`config.mk`:
```
export PLATFORM = sky130hd
export DESIGN_NAME = rr_arb_mux
export DESIGN_NICKNAME = d
export VERILOG_FILES = /design/src/rtl/rr_arb_mux.sv
export SDC_FILE = /design/constraint.sdc
export NUM_CORES = 1
export LEC_CHECK = 0
export BUFFER_PORTS_ARGS = -buffer_cell sky130_fd_sc_hd__buf_2
export CORE_AREA = 3 3 127 129
export DETAILED_ROUTE_END_ITERATION = 12
export DIE_AREA = 0 0 130 132
export MAX_ROUTING_LAYER = met4
export PLACE_DENSITY = 0.63
export SLEW_MARGIN = 40
export SYNTH_ARGS = -nofsm -noshare
export SYNTH_HDL_FRONTEND = slang
export SYNTH_SLANG_ARGS = --single-unit
export TNS_END_PERCENT = 20
```
`constraint.sdc`:
```
create_clock -name clk -period 1.8 [get_ports clk]
set_input_delay 0.18 -clock clk [delete_from_list [all_inputs] [get_ports clk]]
set_output_delay 0.18 -clock clk [all_outputs]
set_load 0.03 [all_outputs]
```
`src/rtl/rr_arb_mux.sv`:
```
// rr_arb_mux: NUM_IN-input round-robin arbitrated multiplexer with valid/ready handshakes and a registered output.
// Define RR_ARB_MUX_LOCK_EN to add in_last and hold the grant on one channel for a whole multi-word packet.
module rr_arb_mux #(
   parameter  int WIDTH  = 64,
   parameter  int NUM_IN = 4,
   localparam int SEL_W  = $clog2(NUM_IN)
) (
   input  logic                    clk,
   input  logic                    reset,
   input  logic [NUM_IN*WIDTH-1:0] in_data,
   input  logic [NUM_IN-1:0]       in_valid,
`ifdef RR_ARB_MUX_LOCK_EN
   input  logic [NUM_IN-1:0]       in_last,
`endif
   output logic [NUM_IN-1:0]       in_ready,
   output logic [WIDTH-1:0]        out_data,
   output logic                    out_valid,
   input  logic                    out_ready,
   output logic [SEL_W-1:0]        out_sel
);

   if (WIDTH < 1) begin : g_bad_width
      $error("rr_arb_mux: WIDTH must be >= 1");
   end
   if (NUM_IN < 2) begin : g_bad_num_in
      $error("rr_arb_mux: NUM_IN must be >= 2");
   end

   logic [WIDTH-1:0] chan [NUM_IN];
   logic [WIDTH-1:0] data_p1;
   logic [SEL_W-1:0] sel_p1;
   logic             vld_p1;
   logic [SEL_W-1:0] ptr;
   logic [SEL_W-1:0] rr_grant;
   logic             rr_any;
   logic [SEL_W-1:0] grant;
   logic             any_valid;
   logic             load_en;
   logic             xfer;
   logic [SEL_W-1:0] ptr_next;

   for (genvar i = 0; i < NUM_IN; i++) begin : g_chan
      assign chan[i]     = in_data[i*WIDTH +: WIDTH];
      assign in_ready[i] = xfer & (grant == SEL_W'(i));
   end

   // Walk from the highest offset down so the channel closest to ptr wins.
   always_comb begin : rr_scan
      logic [SEL_W:0]   sum;
      logic [SEL_W-1:0] idx;
      rr_any   = 1'b0;
      rr_grant = '0;
      sum      = '0;
      idx      = '0;
      for (int k = NUM_IN - 1; k >= 0; k--) begin
         sum = {1'b0, ptr} + (SEL_W+1)'(k);
         if (sum >= (SEL_W+1)'(NUM_IN)) begin
            sum = sum - (SEL_W+1)'(NUM_IN);
         end
         idx = sum[SEL_W-1:0];
         if (in_valid[idx]) begin
            rr_any   = 1'b1;
            rr_grant = idx;
         end
      end
   end

`ifdef RR_ARB_MUX_LOCK_EN
   typedef enum logic {IDLE, LOCKED} state_t;
   state_t           state;
   logic [SEL_W-1:0] lock_sel;

   // While locked only the owning channel may transfer, even if it is momentarily idle.
   always_comb begin
      if (state == LOCKED) begin
         grant     = lock_sel;
         any_valid = in_valid[lock_sel];
      end else begin
         grant     = rr_grant;
         any_valid = rr_any;
      end
   end
`else
   assign grant     = rr_grant;
   assign any_valid = rr_any;
`endif

   assign load_en  = !vld_p1 | out_ready;
   assign xfer     = load_en & any_valid & !reset;
   assign ptr_next = (grant == SEL_W'(NUM_IN - 1)) ? '0 : grant + SEL_W'(1);

   // Output register stage: load on transfer, otherwise drain when the consumer accepts.
   always_ff @(posedge clk) begin
      if (reset) begin
         vld_p1   <= 1'b0;
         data_p1  <= '0;
         sel_p1   <= '0;
         ptr      <= '0;
`ifdef RR_ARB_MUX_LOCK_EN
         state    <= IDLE;
         lock_sel <= '0;
`endif
      end else if (xfer) begin
         data_p1 <= chan[grant];
         sel_p1  <= grant;
         vld_p1  <= 1'b1;
`ifdef RR_ARB_MUX_LOCK_EN
         case (state)
            IDLE: begin
               if (in_last[grant]) begin
                  ptr <= ptr_next;
               end else begin
                  state    <= LOCKED;
                  lock_sel <= grant;
               end
            end
            LOCKED: begin
               if (in_last[grant]) begin
                  ptr   <= ptr_next;
                  state <= IDLE;
               end
            end
         endcase
`else
         ptr <= ptr_next;
`endif
      end else if (out_ready) begin
         vld_p1 <= 1'b0;
      end
   end

   assign out_data  = data_p1;
   assign out_sel   = sel_p1;
   assign out_valid = vld_p1;

   a_grant_onehot : assert property (@(posedge clk) $onehot0(in_ready));

   a_stall_hold : assert property (@(posedge clk) disable iff (reset)
      (out_valid && !out_ready) |=> (out_valid && $stable(out_data) && $stable(out_sel)));

endmodule

```
==> results of run 1 <==
## final cells by class
| class | count | share of cell area (%) |
|---|---|---|
| timing repair buffer | 375 | 31.80 |
| clock inverter | 2 | 0.1400 |
| sequential | 69 | 19.36 |
| inverter | 2 | 0.1050 |
| tap | 188 | 3.291 |
| multi-input combinational | 291 | 41.80 |
| clock buffer | 13 | 3.501 |
## worst register-to-register path, cell delays in order, from the launching register on
cell and delay [ns]:
dfxtp_2 0.35, nor2b_2 0.05, or4b_4 0.53, nand2_8 0.12
buf_12 0.14, buf_12 0.12, buf_16 0.13, mux2i_4 0.24
o221ai_2 0.13
## synthesized netlist by cell type
cell type    n
nand2_4      1
buf_12      10
clkbuf_4     4
a211oi_1     1
dfxtp_1     69
ha_1         1
a21boi_1     1
or4_4        1
inv_1        1
nand2_1     69
mux2i_1    128
o32a_1       1
a21oi_1      6
inv_2        1
nor3_1       1
buf_4        3
nor2_2       1
buf_2       11
or4b_4       1
a21o_1       1
nor2_1       8
nor2b_1      4
o221ai_2    64
clkbuf_1     7
nor4_1       1
and2_1       1
## power by group through the flow
stage | Combinational, uW | Clock (uW) | Sequential [uW]
floorplan | 1460 | 0 | 2440
global placement | 2710 | 0 | 1950
detailed placement | 2730 | 0 | 1950
CTS | 3020 | 1660 | 1920
global route | 3340 | 1730 | 1960
finish | 3150 | 1590 | 1920
## cells in the final DEF, fill, tap and decap left out
cell and instances:
buf_2 329, mux2i_1 89, nand2_1 67, dfxtp_1 67
o221ai_2 64, mux2i_2 30, buf_4 20, buf_12 12
clkbuf_16 10, mux2i_4 9, buf_6 7, nor2_1 6
a21oi_1 5, buf_16 4, nor2b_1 3, clkbuf_1 3
nor2_2 2, nand2_8 2, clkinv_2 2, dfxtp_2 2
a21boi_1 1, nor2b_2 1, o32a_1 1, inv_2 1
or4_4 1, or4b_4 1, inv_1 1, nor4_1 1
a21o_1 1, a21oi_4 1, nand2_4 1, and2_4 1
nor2_4 1, nor3_1 1, a211oi_1 1, ha_4 1
clkbuf_8 1, clkbuf_4 1, buf_8 1
## per-stage QoR
step	setup TNS, ns	std cells
final	-5.110	940
after global routing	-8.579	940
after CTS	-4.942	937
after detailed placement	-9.554	915
after global placement	-7.789	915
after floorplan	-0.07005	397
## worst paths after layout
kind / startpoint / endpoint / slack (ns) / cells after the start
setup reg to reg: ptr[0]$_SDFFE_PP0P_ / out_data[35]$_SDFFE_PP0P_ / -0.13 / 8
hold reg to reg: out_data[45]$_SDFFE_PP0P_ / out_data[45]$_SDFFE_PP0P_ / 0.46 / 2
hold / removal: in_data[230] / out_data[38]$_SDFFE_PP0P_ / 0.14 / 3
setup / recovery: ptr[0]$_SDFFE_PP0P_ / in_ready[2] / -0.14 / 6
## metal layers
| layer | share of wire (%) | up-vias |
|---|---|---|
| li1 | - | 2220 |
| met1 | 39 | 2100 |
| met2 | 52 | 197 |
| met3 | 6.7 | 22 |
| met4 | 2.1 | 0 |
| met5 | 0 | - |
## flip-flops by register name, summed over array words and instances (netlist names)
register and cells:
out_data 64, out_sel 2, ptr 2, out_valid 1
## timing repair
item | in CTS | in global routing
setup buffers | 5 | 2
pin swaps | 9 | 5
hold buffers | 0 | 0
gates resized for setup | 46 | 31
endpoints found under the setup margin | 68 | 64
cloned | 3 | 1
## cell families after synthesis
| family | after synthesis |
|---|---|
| compound gates | 74 |
| mux | 128 |
| flops | 69 |
| simple gates | 88 |
| fa+ha+maj | 1 |
| buf+inv | 37 |
==> impl_metrics.yaml, run 1 <==
pwr:
  p_int_uw: 4227
  peakVddDrop_mv: 0.5246
  p_per_area_nw_per_um2: 933.2
  pwr-share-comb_pct: 47.3
  leakage_uw: 0.003316
  seq_power_share_pct: 28.8
  netSwitchingPower_uw: 2443
  netSwitchingFraction_pct: 36.63
  total_power_uw: 6670
  clock_power_share_pct: 23.9
placement:
  io_buffers: 333
  dp_hpwl_um: 11360
  dp_worst_setup_slack_ns: -0.2080
  placed_cell_area_um2: 6381
  place.gp.congestion: 0.8066
synthesis:
  synthAdderAreaFrac_pct: 0.2834
  yosysWarnings: 0
  synth_top_cells_by_area: "dfxtp_1 (31%), mux2i_1 (29%), o221ai_2 (22%), nand2_1 (5.9%), buf_12 (4.5%)"
  synthCells: 397
  ys_seq_area_share_pct: 31.29
  synth_top_family_by_area: "multiplexers"
  yosys.area_share.simple_pct: 8.475
  synthMuxAreaShare_pct: 29.02
  synthXorXnorAreaFrac_pct: 0
  synth_area_per_cell_um2: 11.12
  yosysTopAreaCellShare_pct: 31.29
  synthesis.area_um2: 4414
  synth_cell_types: 26
  ys_ff_latch: 69
  synth_top_cell_by_area: "dfxtp_1"
  synth_compound_area_share_pct: 23.19
  syn_nets: 661
clocking:
  numCtsBuffers: 9
  clock_sinks: 69
  cts_tree: "built"
  clk_latency_ns: 0.33
  cts_root_buf: "clkbuf_16"
  clockBufferDepth: 2
  clk_pin_slew_worst_paths_ns: 0.05
  cts_max_level: 3
floorplan:
  start_util_pct: 29.14
  die_w_um: 130
  core_um2: 15150
  die_h_um: 132
  io_pins: 334
  dieArea_um2: 17160
  rows: 45
sta:
  fmax_ghz: 0.5163
  min_period_over_period_pct: 107.6
  setup_viol: 63
  max_slew.worst_pin.slew_ns: 0.3654
  skew_ns: 0.003836
  fin_crit_ns: 1.937
  fin_ws_ns: -0.1369
  slew_viol_final: 0
  slew_headroom_pct: 75.61
  hold_viol: 0
  fin_hold_ws_ns: 0.1431
  rsz0062_at_grt: "true"
critical_path:
  critPathTopFamily: "simple AND/OR/NAND/NOR gates"
  required_ns: 1.62
  max_stage_delay_ns: 0.53
  cp-start-kind: "flop"
  critPathArrivalTime_ns: 1.76
  path_buf_inv: 2
  crit_slowest_cell: "or4b_4"
  crit_type: "flop to output pin"
  worst_setup_path_end_kind: "output pin"
  crit_chain: "nor2b_2 > or4b_4 > nand2_8 > buf_6 > nor2_1 > clkbuf_4"
  path_max_fanout: 7
global_route:
  grt_use_total_pct: 17.07
  busiest_layer: "met2"
  use_met2_pct: 30.20
  grt_pass1_wl_um: 22770
  grtUsageMet1_pct: 18.68
  grt_max_degree: 33
  met3_usage_pct: 3.201
  grt_overflow: 0
  antenna_found_initial: 0
  first_global_vias: 4662
drt:
  vias_per_cell: 4.829
  drtIter0Drc: 100
  post_drt_wl_per_cell_um: 16.21
  final_antenna_net_count: 0
  remaining_drc_errors: 0
  vias: 4539
  drt_wl_total_um: 15240
  first_pass_iters: 4
final_layout:
  seq_area_um2: 1384
  finalNetCount: 1012
  drive_gt1_share_pct: 67.15
  fill_cells: 1457
  area_delta_synth_final_pct: 61.93
  final_core_util_pct: 47.20
  finalInstanceArea_um2: 7148
  num_antenna_cells: 0
  multi_input_area_um2: 2988
status:
  status: "finished, violations left"
  violations: "negative setup slack"
hold_path:
  hold_class: "input port to flop"
job:
  cap_violations: 0
Power figures use the tool's default switching activity.
==> inputs of run 2 (changes only) <==
- RECOVER_POWER: unset -> 100
==> run 2 against run 1 <==
  * The run still ends with negative setup slack left
  * Core utilization decreased by 0.58 points
  * Register-to-register slack hardly changed
  * Sequential power is essentially flat
  * Final area is 1.2% lower
  * Via count rose by 0.31%
  * Sequential share of layout area up 0.24 points
  * Hold slack hardly changed
  * Non-clock buffer count unchanged
  * Critical path type unchanged
==> impl_metrics.yaml, run 2 (synthesis results as in run 1) <==
clocking:
  numCtsBuffers: 9
  clk_latency_ns: 0.33
  cts_max_level: 3
  cts_hold_buf: 0
  cts_root_buf: "clkbuf_16"
  clk_pin_slew_worst_paths_ns: 0.06
  clockBufferDepth: 2
  cts_tree: "built"
  clock_sinks: 69
sta:
  slew_viol_final: 0
  fmax_ghz: 0.5165
  hold_viol: 0
  setup_viol: 63
  rsz0062_at_grt: "true"
  slew_headroom_pct: 71.55
  fin_ws_ns: -0.1359
  fin_crit_ns: 1.936
  skew_ns: 0.004259
  min_period_over_period_pct: 107.6
  max_slew.worst_pin.slew_ns: 0.4286
floorplan:
  dieArea_um2: 17160
  rows: 45
  io_pins: 334
  core_um2: 15150
  start_util_pct: 29.14
  die_w_um: 130
  die_h_um: 132
pwr:
  total_power_uw: 6613
  leakage_uw: 0.003060
  peakVddDrop_mv: 0.5280
  p_per_area_nw_per_um2: 936.6
global_route:
  grt_overflow: 0
  grt_pass1_wl_um: 22770
  grt_use_total_pct: 17.07
  antenna_found_initial: 0
  grt_max_degree: 33
  first_global_vias: 4662
drt:
  drtIter0Drc: 111
  remaining_drc_errors: 0
  vias_per_cell: 4.844
  first_pass_iters: 4
  drt_wl_total_um: 15260
  final_antenna_net_count: 0
  post_drt_wl_per_cell_um: 16.24
  vias: 4553
critical_path:
  crit_chain: "nor2b_2 > or4b_4 > nand2_8 > ha_4 > and2_4 > buf_6"
  crit_slowest_cell: "or4b_4"
  path_max_fanout: 6
  cp-start-kind: "flop"
  crit_type: "flop to output pin"
  max_stage_delay_ns: 0.53
  worstSetupStartpoint: "ptr[0]$_SDFFE_PP0P_"
  required_ns: 1.62
  critPathArrivalTime_ns: 1.76
  reg2reg_from: "ptr[0]$_SDFFE_PP0P_"
  worst_setup_path_end_kind: "output pin"
final_layout:
  largest_reg_flops: 64
  finalNetCount: 1012
  fin_cells: 940
  layout_commonest_cell: "buf_2"
  layout_common_cells: "buf_2 (262), mux2i_1 (89), clkbuf_1 (71)"
  drive_gt1_share_pct: 58.11
  area_delta_synth_final_pct: 59.95
  num_antenna_cells: 0
placement:
  io_buffers: 333
  dp.cells: 915
  dp_worst_setup_slack_ns: -0.2080
  dp_hpwl_um: 11360
  place.gp.congestion: 0.8066
job:
  cap_violations: 0
hold_path:
  hold_class: "input port to flop"
  min_from: "in_data[230]"
status:
  status: "finished, violations left"
  violations: "negative setup slack"
==> run 2: cell types whose count changed in the layout (fill, tap and decap cells not counted), sizes merged <==
| cell | delta |
|---|---|
| buf | -68 |
| clkbuf | +68 |
==> run 2: path summary, 6_finish.rpt <==
check / slack [ns] / to / cells after the start
setup / recovery: -0.14 / in_ready[1] / 6
setup reg to reg: -0.13 / out_data[35]$_SDFFE_PP0P_ / 8
hold reg to reg: 0.46 / out_data[50]$_SDFFE_PP0P_ / 2
hold / removal: 0.14 / out_data[38]$_SDFFE_PP0P_ / 3
==> run 2: per-layer routing <==
layer	global-route usage, %	wire length, um	vias to the layer above
li1	-	-	2222
met1	18.68	5931	2112
met2	30.20	7991	199
met3	3.201	1053	20
met4	6.640	288	0
met5	-	0	-
==> run 2: metrics by stage <==
stage	hold slack [ns]	instance area, um2	utilization, %	setup TNS [ns]
final	0.1429	7061	46.62	-5.116
after global routing	0.1369	7061	46.62	-8.579
after CTS	0.1229	6953	45.91	-4.942
after detailed placement	0.4417	6381	42.13	-9.554
after global placement	0.4397	6381	42.13	-7.789
after floorplan	0.3716	4419	-	-0.07005
==> run 2: critical path, delay by kind of cell (launching register included) <==
family	cells	cell delay, ns
fa+ha+maj	1	0.13
flops	1	0.35
buf+inv	1	0.12
simple gates	4	0.83
==> run 2: cell type report <==
cell class              count  area [um2]
multi-input cells         291        2988
clock inverters             2       10.01
repair buffers            375        2186
well taps                 188       235.2
fillers                  1496        8085
clock buffers              13       250.2
inverters                   2       7.507
flip-flops and latches     69        1384
==> run 2: repair_timing <==
action	4_1_cts	5_1_grt
resized for setup	46	31
setup endpoints to repair	68	64
gates cloned	3	1
hold endpoints to repair	0	0
buffers inserted	5	2
pin swaps	9	5
==> run 2: power breakdown <==
part	internal [uW]	total, uW	switching (uW)
clock network	959	1600	637
registers	1790	1930	141
logic	1410	3080	1680
==> inputs of run 3 (changes only) <==
- SETUP_SLACK_MARGIN: unset -> 0.3
==> run 3 against run 2 <==
  * The flow still finishes with violations (negative setup slack)
  * Maximum frequency shrank 4.5%
  * Global-route usage grew 0.31 points
  * Non-clock buffer count grew 12
  * Wire length grew 3.4%
  * Largest power group unchanged
  * First-iteration DRC count grew 3.6%
  * Flip-flop and latch count is the same
  * Worst setup slack lost 0.090 ns
  * Final area grew 2.9%
  * Total power grew 4.5%
  * Core utilization grew 1.3 points
==> impl_metrics.yaml, run 3 (synthesis results as in run 1) <==
status:
  violations: "negative setup slack"
  status: "finished, violations left"
drt:
  vias_per_cell: 4.816
  final_antenna_net_count: 0
  first_pass_iters: 4
  vias: 4599
  drt_wl_total_um: 15790
  drtIter0Drc: 115
  post_drt_wl_per_cell_um: 16.53
  remaining_drc_errors: 0
sta:
  hold_viol: 0
  slew_viol_final: 0
  fin_ws_ns: -0.2264
  timing.setup.tns_ns: -6.231
  min_period_over_period_pct: 112.6
  fin_hold_ws_ns: 0.1239
  rsz0062_at_grt: "true"
  fin_crit_ns: 2.026
  max_slew.worst_pin.slew_ns: 0.4801
  setup_viol: 68
  skew_ns: 0.004891
  slew_headroom_pct: 68.13
  fmax_ghz: 0.4935
critical_path:
  r2r_setup_slack_ns: -0.14
  critPathTopFamily: "simple AND/OR/NAND/NOR gates"
  path_buf_inv: 2
  path_max_fanout: 3
  cp-start-kind: "flop"
  required_ns: 1.62
  crit_path_frequent_cell: "buf_6"
  crit_slowest_cell: "or4b_4"
  crit_chain: "nor2b_4 > or4b_4 > nand2_8 > buf_6 > ha_4 > and2_4 > buf_6"
  critPathArrivalTime_ns: 1.85
  cp_num_cells: 7
  reg2reg_depth: 8
  max_stage_delay_ns: 0.53
  crit_type: "flop to output pin"
  worst_setup_path_end_kind: "output pin"
  r2r-end: "out_data[17]$_SDFFE_PP0P_"
  reg2reg_from: "ptr[0]$_SDFFE_PP0P_"
placement:
  dp_hpwl_um: 11740
  io_buffers: 333
  place.gp.congestion: 0.8362
floorplan:
  die_w_um: 130
  start_util_pct: 29.14
  die_h_um: 132
  rows: 45
  dieArea_um2: 17160
  io_pins: 334
  core_um2: 15150
global_route:
  grtUsageMet1_pct: 20.04
  met3_usage_pct: 3.241
  grt_overflow: 0
  grt_use_total_pct: 17.39
  antenna_found_initial: 1
  use_met2_pct: 30.34
  first_global_vias: 4637
  grt_pass1_wl_um: 23140
  busiest_layer: "met2"
  grt_max_degree: 36
clocking:
  numCtsBuffers: 9
  clk_pin_slew_worst_paths_ns: 0.05
  cts_root_buf: "clkbuf_16"
  clk_latency_ns: 0.32
  cts_tree: "built"
  cts_hold_buf: 0
  clockBufferDepth: 2
  clock_sinks: 69
  cts_max_level: 3
hold_path:
  whs_endpoint: "ptr[1]$_SDFFE_PP0P_"
  min_from: "reset"
  hold_class: "input port to flop"
  whs_path_depth: 2
pwr:
  p_per_area_nw_per_um2: 951.7
  peakVddDrop_mv: 0.4149
  p_int_uw: 4382
  pwr-share-comb_pct: 46.6
  netSwitchingFraction_pct: 36.59
  total_power_uw: 6911
  clock_power_share_pct: 25.4
  leakage_uw: 0.003146
  seq_power_share_pct: 28.0
  netSwitchingPower_uw: 2529
final_layout:
  layout_common_cells: "buf_2 (262), mux2i_1 (73), clkbuf_1 (69)"
  multi_input_area_um2: 3064
  layout_commonest_cell: "buf_2"
  final_core_util_pct: 47.95
  largest_reg_flops: 64
  drive_gt1_share_pct: 61.49
  area_delta_synth_final_pct: 64.51
  seq_area_um2: 1386
  finalNetCount: 1025
  fill_cells: 1480
job:
  cap_violations: 0
==> run 3: changes by cell type in the layout (fill, tap and decap cells not counted), sizes merged <==
cell	delta
clkinv	+2
diode	+1
nand2	+1
buf	+12
clkbuf	-2
bufinv	+1
==> run 3: worst max path at each step <==
| stage | from | to | slack (ns) |
|---|---|---|---|
| floorplan | in_valid[2] | in_ready[0] | 0.04 |
| global placement | in_valid[0] | out_data[36]$_SDFFE_PP0P_ | -0.24 |
| detailed placement | in_valid[0] | out_data[36]$_SDFFE_PP0P_ | -0.26 |
| CTS | ptr[0]$_SDFFE_PP0P_ | in_ready[1] | -0.28 |
| global route | ptr[0]$_SDFFE_PP0P_ | in_ready[1] | -0.28 |
| finish | ptr[0]$_SDFFE_PP0P_ | in_ready[1] | -0.23 |
==> run 3: layout make-up <==
class | count | share of cell area [%]
diodes | 1 | 0.03446
clock buffers | 11 | 3.343
clock inverters | 5 | 0.6892
inverters | 2 | 0.1034
multi-input cells | 292 | 42.20
flip-flops and latches | 69 | 19.09
well taps | 188 | 3.239
repair buffers | 387 | 31.31
==> run 3: routing by layer <==
| layer | up-vias | wire length (um) |
|---|---|---|
| li1 | 2254 | - |
| met1 | 2149 | 6416 |
| met2 | 178 | 8156 |
| met3 | 18 | 980 |
| met4 | 0 | 233 |
| met5 | - | 0 |
==> run 3: repair_timing <==
item                                    in CTS  in global routing
gates resized for setup                     55                 53
setup buffers                                7                  3
endpoints found under the setup margin      71                 71
pin swaps                                    8                  5
cloned                                       2                  2
==> run 3: per-stage QoR <==
stage	std cells	cell area, um2	setup slack (ns)
4_1_cts	949	7052	-0.2807
5_1_grt	955	7262	-0.2824
3_5_place_dp	924	6444	-0.2642
2_1_floorplan	397	4439	0.04349
3_3_place_gp	924	6444	-0.2394
6_report	955	7262	-0.2264
==> run 3: power groups by stage <==
stage	combinational, uW	sequential (uW)	clock (uW)
floorplan	1470	2440	0
global placement	2760	1950	0
detailed placement	2780	1950	0
CTS	3060	1930	1820
global route	3410	1960	1880
finish	3220	1930	1760
